--- src/rtl/instr_encode_loader_if.sv ---
// Descriptor stream from the host plus the instruction-memory write port.
// The loader sits on the slave side; the host/test side uses master.
interface instr_encode_loader_if #(
  parameter int ADDR_W = 8
);
  logic              in_valid;
  logic              in_ready;
  logic              in_last;
  logic [4:0]        op_sel;
  logic [4:0]        rs;
  logic [4:0]        rt;
  logic [4:0]        rd;
  logic [4:0]        shamt;
  logic [15:0]       imm;
  logic [25:0]       target;
  logic              imem_we;
  logic [ADDR_W-1:0] imem_addr;
  logic [31:0]       imem_wdata;

  modport master (
    output in_valid, in_last, op_sel, rs, rt, rd, shamt, imm, target,
    input  in_ready, imem_we, imem_addr, imem_wdata
  );

  modport slave (
    input  in_valid, in_last, op_sel, rs, rt, rd, shamt, imm, target,
    output in_ready, imem_we, imem_addr, imem_wdata
  );
endinterface

--- src/rtl/instr_encode_loader.sv ---
// Encodes compact instruction descriptors into MIPS words and writes them to
// sequential instruction-memory addresses while holding the CPU.
module instr_encode_loader #(
  parameter int DEPTH  = 256,
  parameter int ADDR_W = 8
) (
  input  logic                  clk,
  input  logic                  reset,
  input  logic                  start,
  instr_encode_loader_if.slave  bus,
  output logic                  cpu_hold,
  output logic                  done,
  output logic                  err,
  output logic [ADDR_W:0]       word_count
);

  localparam int CW = ADDR_W + 1;
  localparam logic [ADDR_W:0] FULL      = CW'(DEPTH);
  localparam logic [ADDR_W:0] LAST_SLOT = CW'(DEPTH - 1);

  typedef enum logic [1:0] {IDLE, LOAD, DONE} state_t;

  state_t      state;
  logic        fin;
  logic        ready;
  logic        accept;
  logic        known;
  logic [31:0] word;

  function automatic logic [31:0] itype(input logic [5:0] op, input logic [4:0] s,
                                        input logic [4:0] t, input logic [15:0] i);
    return {op, s, t, i};
  endfunction

  function automatic logic [31:0] rtype(input logic [4:0] s, input logic [4:0] t,
                                        input logic [4:0] d, input logic [4:0] sh,
                                        input logic [5:0] fn);
    return {6'h00, s, t, d, sh, fn};
  endfunction

  // fin marks that the session's final beat has been taken; the state
  // machine leaves LOAD on the edge that closes that beat's write cycle.
  assign ready        = (state == LOAD) && !fin && (word_count < FULL);
  assign accept       = ready && bus.in_valid;
  assign bus.in_ready = ready;
  assign cpu_hold     = (state == LOAD);
  assign done         = (state == DONE);

  always_comb begin
    known = 1'b1;
    word  = '0;
    case (bus.op_sel)
      5'd0:  word = itype(6'h23, bus.rs, bus.rt, bus.imm);
      5'd1:  word = itype(6'h2B, bus.rs, bus.rt, bus.imm);
      5'd2:  word = itype(6'h0F, 5'd0,   bus.rt, bus.imm);
      5'd3:  word = itype(6'h08, bus.rs, bus.rt, bus.imm);
      5'd4:  word = itype(6'h09, bus.rs, bus.rt, bus.imm);
      5'd5:  word = itype(6'h0C, bus.rs, bus.rt, bus.imm);
      5'd6:  word = itype(6'h0A, bus.rs, bus.rt, bus.imm);
      5'd7:  word = itype(6'h0B, bus.rs, bus.rt, bus.imm);
      5'd8:  word = itype(6'h04, bus.rs, bus.rt, bus.imm);
      5'd9:  word = {6'h02, bus.target};
      5'd10: word = {6'h03, bus.target};
      5'd11: word = rtype(bus.rs, bus.rt, bus.rd, 5'd0, 6'h20);
      5'd12: word = rtype(bus.rs, bus.rt, bus.rd, 5'd0, 6'h21);
      5'd13: word = rtype(bus.rs, bus.rt, bus.rd, 5'd0, 6'h22);
      5'd14: word = rtype(bus.rs, bus.rt, bus.rd, 5'd0, 6'h23);
      5'd15: word = rtype(bus.rs, bus.rt, bus.rd, 5'd0, 6'h24);
      5'd16: word = rtype(bus.rs, bus.rt, bus.rd, 5'd0, 6'h25);
      5'd17: word = rtype(bus.rs, bus.rt, bus.rd, 5'd0, 6'h26);
      5'd18: word = rtype(bus.rs, bus.rt, bus.rd, 5'd0, 6'h27);
      5'd19: word = rtype(bus.rs, bus.rt, bus.rd, 5'd0, 6'h2A);
      5'd20: word = rtype(bus.rs, bus.rt, bus.rd, 5'd0, 6'h2B);
      5'd21: word = rtype(5'd0,   bus.rt, bus.rd, bus.shamt, 6'h00);
      5'd22: word = rtype(5'd0,   bus.rt, bus.rd, bus.shamt, 6'h02);
      5'd23: word = rtype(5'd0,   bus.rt, bus.rd, bus.shamt, 6'h03);
      5'd24: word = rtype(bus.rs, 5'd0,   5'd0,   5'd0, 6'h08);
      5'd25: word = rtype(bus.rs, 5'd0,   bus.rd, 5'd0, 6'h09);
      default: known = 1'b0;
    endcase
  end

  // Unknown mnemonics are consumed without a write so the address stays dense.
  always_ff @(posedge clk or negedge reset) begin
    if (!reset) begin
      state          <= IDLE;
      fin            <= 1'b0;
      err            <= 1'b0;
      word_count     <= '0;
      bus.imem_we    <= 1'b0;
      bus.imem_addr  <= '0;
      bus.imem_wdata <= '0;
    end else begin
      bus.imem_we <= 1'b0;
      case (state)
        IDLE, DONE: begin
          if (start) begin
            state         <= LOAD;
            fin           <= 1'b0;
            err           <= 1'b0;
            word_count    <= '0;
            bus.imem_addr <= '0;
          end
        end
        LOAD: begin
          if (fin) state <= DONE;
          if (accept) begin
            fin <= bus.in_last || (known && (word_count == LAST_SLOT));
            if (known) begin
              bus.imem_we    <= 1'b1;
              bus.imem_addr  <= word_count[ADDR_W-1:0];
              bus.imem_wdata <= word;
              word_count     <= word_count + 1'b1;
            end else begin
              err <= 1'b1;
            end
          end
        end
        default: state <= IDLE;
      endcase
    end
  end

endmodule
--- src/flat_wrapper.sv ---
// flat-port wrapper written by rule: the top's interface ports become plain ports
module instr_encode_loader_flat 
#(
  parameter int DEPTH  = 256,
  parameter int ADDR_W = 8
)
  (clk, reset, start, cpu_hold, done, err, word_count, bus_in_valid, bus_in_last, bus_op_sel, bus_rs, bus_rt, bus_rd, bus_shamt, bus_imm, bus_target, bus_in_ready, bus_imem_we, bus_imem_addr, bus_imem_wdata);
  instr_encode_loader_if #(.ADDR_W(ADDR_W)) bus_i ();
  input  logic clk;
  input  logic reset;
  input  logic start;
  output logic cpu_hold;
  output logic done;
  output logic err;
  output logic [ADDR_W:0] word_count;
  input wire logic [$bits(bus_i.in_valid)-1:0] bus_in_valid;
  input wire logic [$bits(bus_i.in_last)-1:0] bus_in_last;
  input wire logic [$bits(bus_i.op_sel)-1:0] bus_op_sel;
  input wire logic [$bits(bus_i.rs)-1:0] bus_rs;
  input wire logic [$bits(bus_i.rt)-1:0] bus_rt;
  input wire logic [$bits(bus_i.rd)-1:0] bus_rd;
  input wire logic [$bits(bus_i.shamt)-1:0] bus_shamt;
  input wire logic [$bits(bus_i.imm)-1:0] bus_imm;
  input wire logic [$bits(bus_i.target)-1:0] bus_target;
  output wire logic [$bits(bus_i.in_ready)-1:0] bus_in_ready;
  output wire logic [$bits(bus_i.imem_we)-1:0] bus_imem_we;
  output wire logic [$bits(bus_i.imem_addr)-1:0] bus_imem_addr;
  output wire logic [$bits(bus_i.imem_wdata)-1:0] bus_imem_wdata;
  assign bus_i.in_valid = bus_in_valid;
  assign bus_i.in_last = bus_in_last;
  assign bus_i.op_sel = bus_op_sel;
  assign bus_i.rs = bus_rs;
  assign bus_i.rt = bus_rt;
  assign bus_i.rd = bus_rd;
  assign bus_i.shamt = bus_shamt;
  assign bus_i.imm = bus_imm;
  assign bus_i.target = bus_target;
  assign bus_in_ready = bus_i.in_ready;
  assign bus_imem_we = bus_i.imem_we;
  assign bus_imem_addr = bus_i.imem_addr;
  assign bus_imem_wdata = bus_i.imem_wdata;
  instr_encode_loader #(.DEPTH(DEPTH), .ADDR_W(ADDR_W)) u_core (.clk(clk), .reset(reset), .start(start), .bus(bus_i), .cpu_hold(cpu_hold), .done(done), .err(err), .word_count(word_count));
endmodule
--- config.mk ---
export PLATFORM = sky130hd
export DESIGN_NAME = instr_encode_loader_flat
export DESIGN_NICKNAME = d
export VERILOG_FILES = /design/src/rtl/instr_encode_loader_if.sv /design/src/rtl/instr_encode_loader.sv /design/src/flat_wrapper.sv
export SDC_FILE = /design/constraint.sdc
export NUM_CORES = 1
export LEC_CHECK = 0
export ABC_CLOCK_PERIOD_IN_PS = 1960
export BUFFER_PORTS_ARGS = -buffer_cell sky130_fd_sc_hd__buf_2
export CAP_MARGIN = 15
export CORE_UTILIZATION = 35
export DETAILED_ROUTE_END_ITERATION = 8
export GPL_ROUTABILITY_DRIVEN = 0
export PLACE_DENSITY = 0.62
export SKIP_CTS_REPAIR_TIMING = 1
export SYNTH_ARGS = -nofsm -noshare
export SYNTH_HDL_FRONTEND = slang
export SYNTH_SLANG_ARGS = --single-unit
--- constraint.sdc ---
create_clock -name clk -period 1.96 [get_ports clk]
set_input_delay 0.294 -clock clk [delete_from_list [all_inputs] [get_ports clk]]
set_output_delay 0.294 -clock clk [all_outputs]
set_load 0.005 [all_outputs]
==> results by stage <==
Run status:
- The flow ran to the end, and the final reports show no timing, DRC or antenna violations.

Logic synthesis:
- The synthesized instance count is about 330.
- The post-synth net total is roughly 400.
- For this run, the register share of the synthesized area comes to 45.2%.
- A synthesized cell averages ~9.0 sq um.
- The share of the synthesized area in the top cell type is a little under half.
- The cell area that synthesis handed to floorplanning was ~0.0029 sq mm.
- The post-synthesis async set-or-reset flop share is 100%.
- Synthesis inferred 53 register bits.
- Counting flops with a built-in enable in the synthesized netlist gives 0.
- In the synthesized netlist the dominant register cell turns out to be dfrtp_1.
- Ranked by total cell area, the synthesized netlist is headed by dfrtp_1 (45%), a21oi_1 (6.3%), nand2_1 (5.0%), o21ai_0 (4.4%), nor2_1 (3.7%).
- The netlist uses 63 different library cells.
- The largest total area in the synthesized netlist belongs to dfrtp_1.
- During synthesis, Yosys emitted a total of 0 warnings.

Timing:
- In this run the tightest slew margin relative to its limit is roughly three fifths.
- The highest clock rate is roughly 0.54 GHz.
- The final max-slew violation count was 0.
- The routed design could run at a clock period as short as 1.84 ns.
- The actual slew at the worst max-slew pin is slightly below 0.6 ns.
- Across the routed clock network, the largest skew measured is ~0.012 ns.
- Setup repair after global routing left no endpoint under its margin.
- The hold violation count in the final report came to 0.
- The final setup violation count is 0.
- Setup total negative slack on the finished layout was measured at 0 ns.
- The final critical path takes up around 94% of the cycle.
- The worst setup slack after layout is ~0.12 ns.

Clock network:
- After clock tree synthesis, the clock-pin slew on the worst setup and hold paths is ~0.11 ns.
- The clock latency on the worst-skew pair is about 0.31 ns.
- The clock tree synthesis step divided the H-tree into 2 levels.
- The number of clock buffers inserted by TritonCTS is 5.
- The maximum number of buffers from clock root to sink is 2.
- The clock net sink count is 53.
- The TritonCTS clock tree is yes.
- The tree is rooted in a clkbuf_8.

Drt:
- The DRC violation count after routing is 0.
- In this run, the number of DRC markers left after iteration 0 of detailed routing was 175.
- The detailed-routing iteration count for the pre-antenna-repair pass is 5.
- The total wirelength of the detailed-routed design is roughly 8.2 mm.
- The vias after detailed routing is roughly 3000.
- The post-route antenna net violation count is 0.
- The mean number of vias per cell is ~5.3.
- Dividing the detail-routed wire length by the instance count gives 14.7 um.

Critical path:
- Along the worst path, the maximum fanout reaches 10.
- The sort of element at the start of the critical path is a flip-flop.
- The startpoint-to-endpoint class of the critical path is flip-flop to flip-flop.
- The worst path required time is approximately 2.2 ns.
- The category of the worst setup path capture point is a flip-flop.
- The arrival time at the worst endpoint is 2.05 ns.
- The register-to-register setup slack is around 0.12 ns.

Cells and area:
- The number of antenna diodes in the final layout is 0.
- The total of fill cells in the finished design is 835.
- The multi-input combinational cell area is around 0.0014 sq mm.
- Leaving out fill and tap cells, the most frequent cell in the layout is buf_2.
- In the final layout, flip-flops and latches occupy 0.00133 sq mm.
- The ratio of cells with drive above 1 in the final layout is 36.6%.
- The area growth from synthesis to layout is 30.5%.
- Leaving out fill and tap cells, the most frequent cells in the layout are buf_2 (124), dfrtp_1 (53), nand2_1 (39).
- In the final design database the tool counted around 530 nets.
- With fillers left out, the area of the finished cells amounts to 0.00383 sq mm.

Flow run:
- Across the run, the number of max-cap violations was 0.

GRT:
- The initial antenna violation count is 0.
- Entering global routing, the biggest net connects 35 pins.
- The first global-routing pass estimated roughly 13 mm of wire.
- The overall fraction of global-route tracks in use is between 10% and 20%.
- After global routing the overflow that remains totals 0.
- The number of global-route vias before repair was 2839.

Die:
- The vertical die dimension is between 90 and 100 um.
- The floorplan step defined a die boundary enclosing 0.00876 sq mm.
- The die extent in x is ~94 um.
- The initial utilization of the core area, before any placement, comes to 35.9%.
- In this run the count of I/O pins placed on the die edge is approximately 130.
- The number of rows in the core area is 33.
- The area of the placeable core is around 0.0082 sq mm.

Placement:
- After legalization and detailed placement, the total HPWL measured between 6 and 7 mm.
- OpenSTA, run right after detailed placement, puts the worst setup slack at around 0.1 ns.
- The count of buffers inserted at the top-level ports is between 100 and 150.
- The post-placement cell area is ~0.0037 sq mm.

Power:
- IR analysis of the VDD net gives a maximum drop of 0.489 mV.
- The leakage power is between 1.5 and 2 nW.
- The power density of the placed cells is between 1000 and 1500 mW/mm^2.

Min path:
- The type of the worst min-delay path is input pin to flip-flop.
==> synth_stat cells, types with 4 or more instances <==
cell type,number
dfrtp_1,53
nand2_1,39
a21oi_1,37
nor2_1,29
o21ai_0,26
nand3_1,13
a222oi_1,10
buf_2,10
clkbuf_1,10
nand2b_1,7
inv_1,6
and3_1,5
a21o_1,4
a31oi_1,4
==> cell families after synthesis <==
kind of cell | count (synthesis) | synth area share, %
mux | 2 | 0.682
other cells | 1 | 0.128
xor+xnor | 2 | 0.597
simple gates | 115 | 20.2
flops | 53 | 45.2
compound gates | 115 | 26.0
buf+inv | 36 | 5.97
fa+ha+maj | 3 | 1.19
==> flip-flops by register name, indices dropped and copies added, names as in the netlist <==
signal,count
u_core.bus.imem_addr,8
u_core.bus.imem_wdata,31
u_core.bus.imem_we,1
u_core.err,1
u_core.fin,1
u_core.state,2
u_core.word_count,9
==> worst max-delay path, cell delays in order (launching register included) <==
cell and delay [ns]:
dfrtp_1 0.42, or4b_4 0.56, o31a_1 0.43, a211o_1 0.33
==> cell type report <==
cell class / instances / area share, %
multi-input cells: 238 / 37.8
flip-flops and latches: 53 / 34.6
clock inverters: 3 / 0.588
clock buffers: 5 / 1.80
repair buffers: 145 / 20.8
well taps: 105 / 3.43
inverters: 9 / 1.01
==> power breakdown <==
group          total, mW  internal [mW]  switching [mW]
clock              0.649          0.255           0.394
combinational       1.77          0.802           0.971
sequential          1.73           1.49           0.233
==> path summary, 6_finish.rpt <==
path / start / to / cells after the start
max: u_core.word_count[8] / u_core.word_count[4] / 3
min: bus_rs[4] / u_core.bus.imem_wdata[25] / 3
max reg2reg: u_core.word_count[8] / u_core.word_count[4] / 3
min reg2reg: u_core.bus.imem_addr[0] / u_core.bus.imem_addr[0] / 2
max in group asynchronous: reset / u_core.bus.imem_wdata[26] / 3
min in group asynchronous: reset / u_core.bus.imem_addr[5] / 2
==> layer usage <==
layer	global-route usage, %	wire [um]	vias to the layer above
met1	24.7	3530	1405
li1	-	-	1454
met3	2.60	464	13
met2	32.5	4020	97
met4	7.31	173	0
met5	0	0	-
==> per-stage QoR <==
step	std cells	hold WS, ns	util, %	power [mW]
floorplan	327	-0.00159	-	2.72
global placement	548	0.279	45.3	3.48
detailed placement	548	0.277	45.3	3.51
CTS	556	-0.0697	46.5	4.16
global route	558	0.224	46.9	4.49
finish	558	0.222	46.9	4.15
Note: power is estimated with default switching activity, not from simulation.
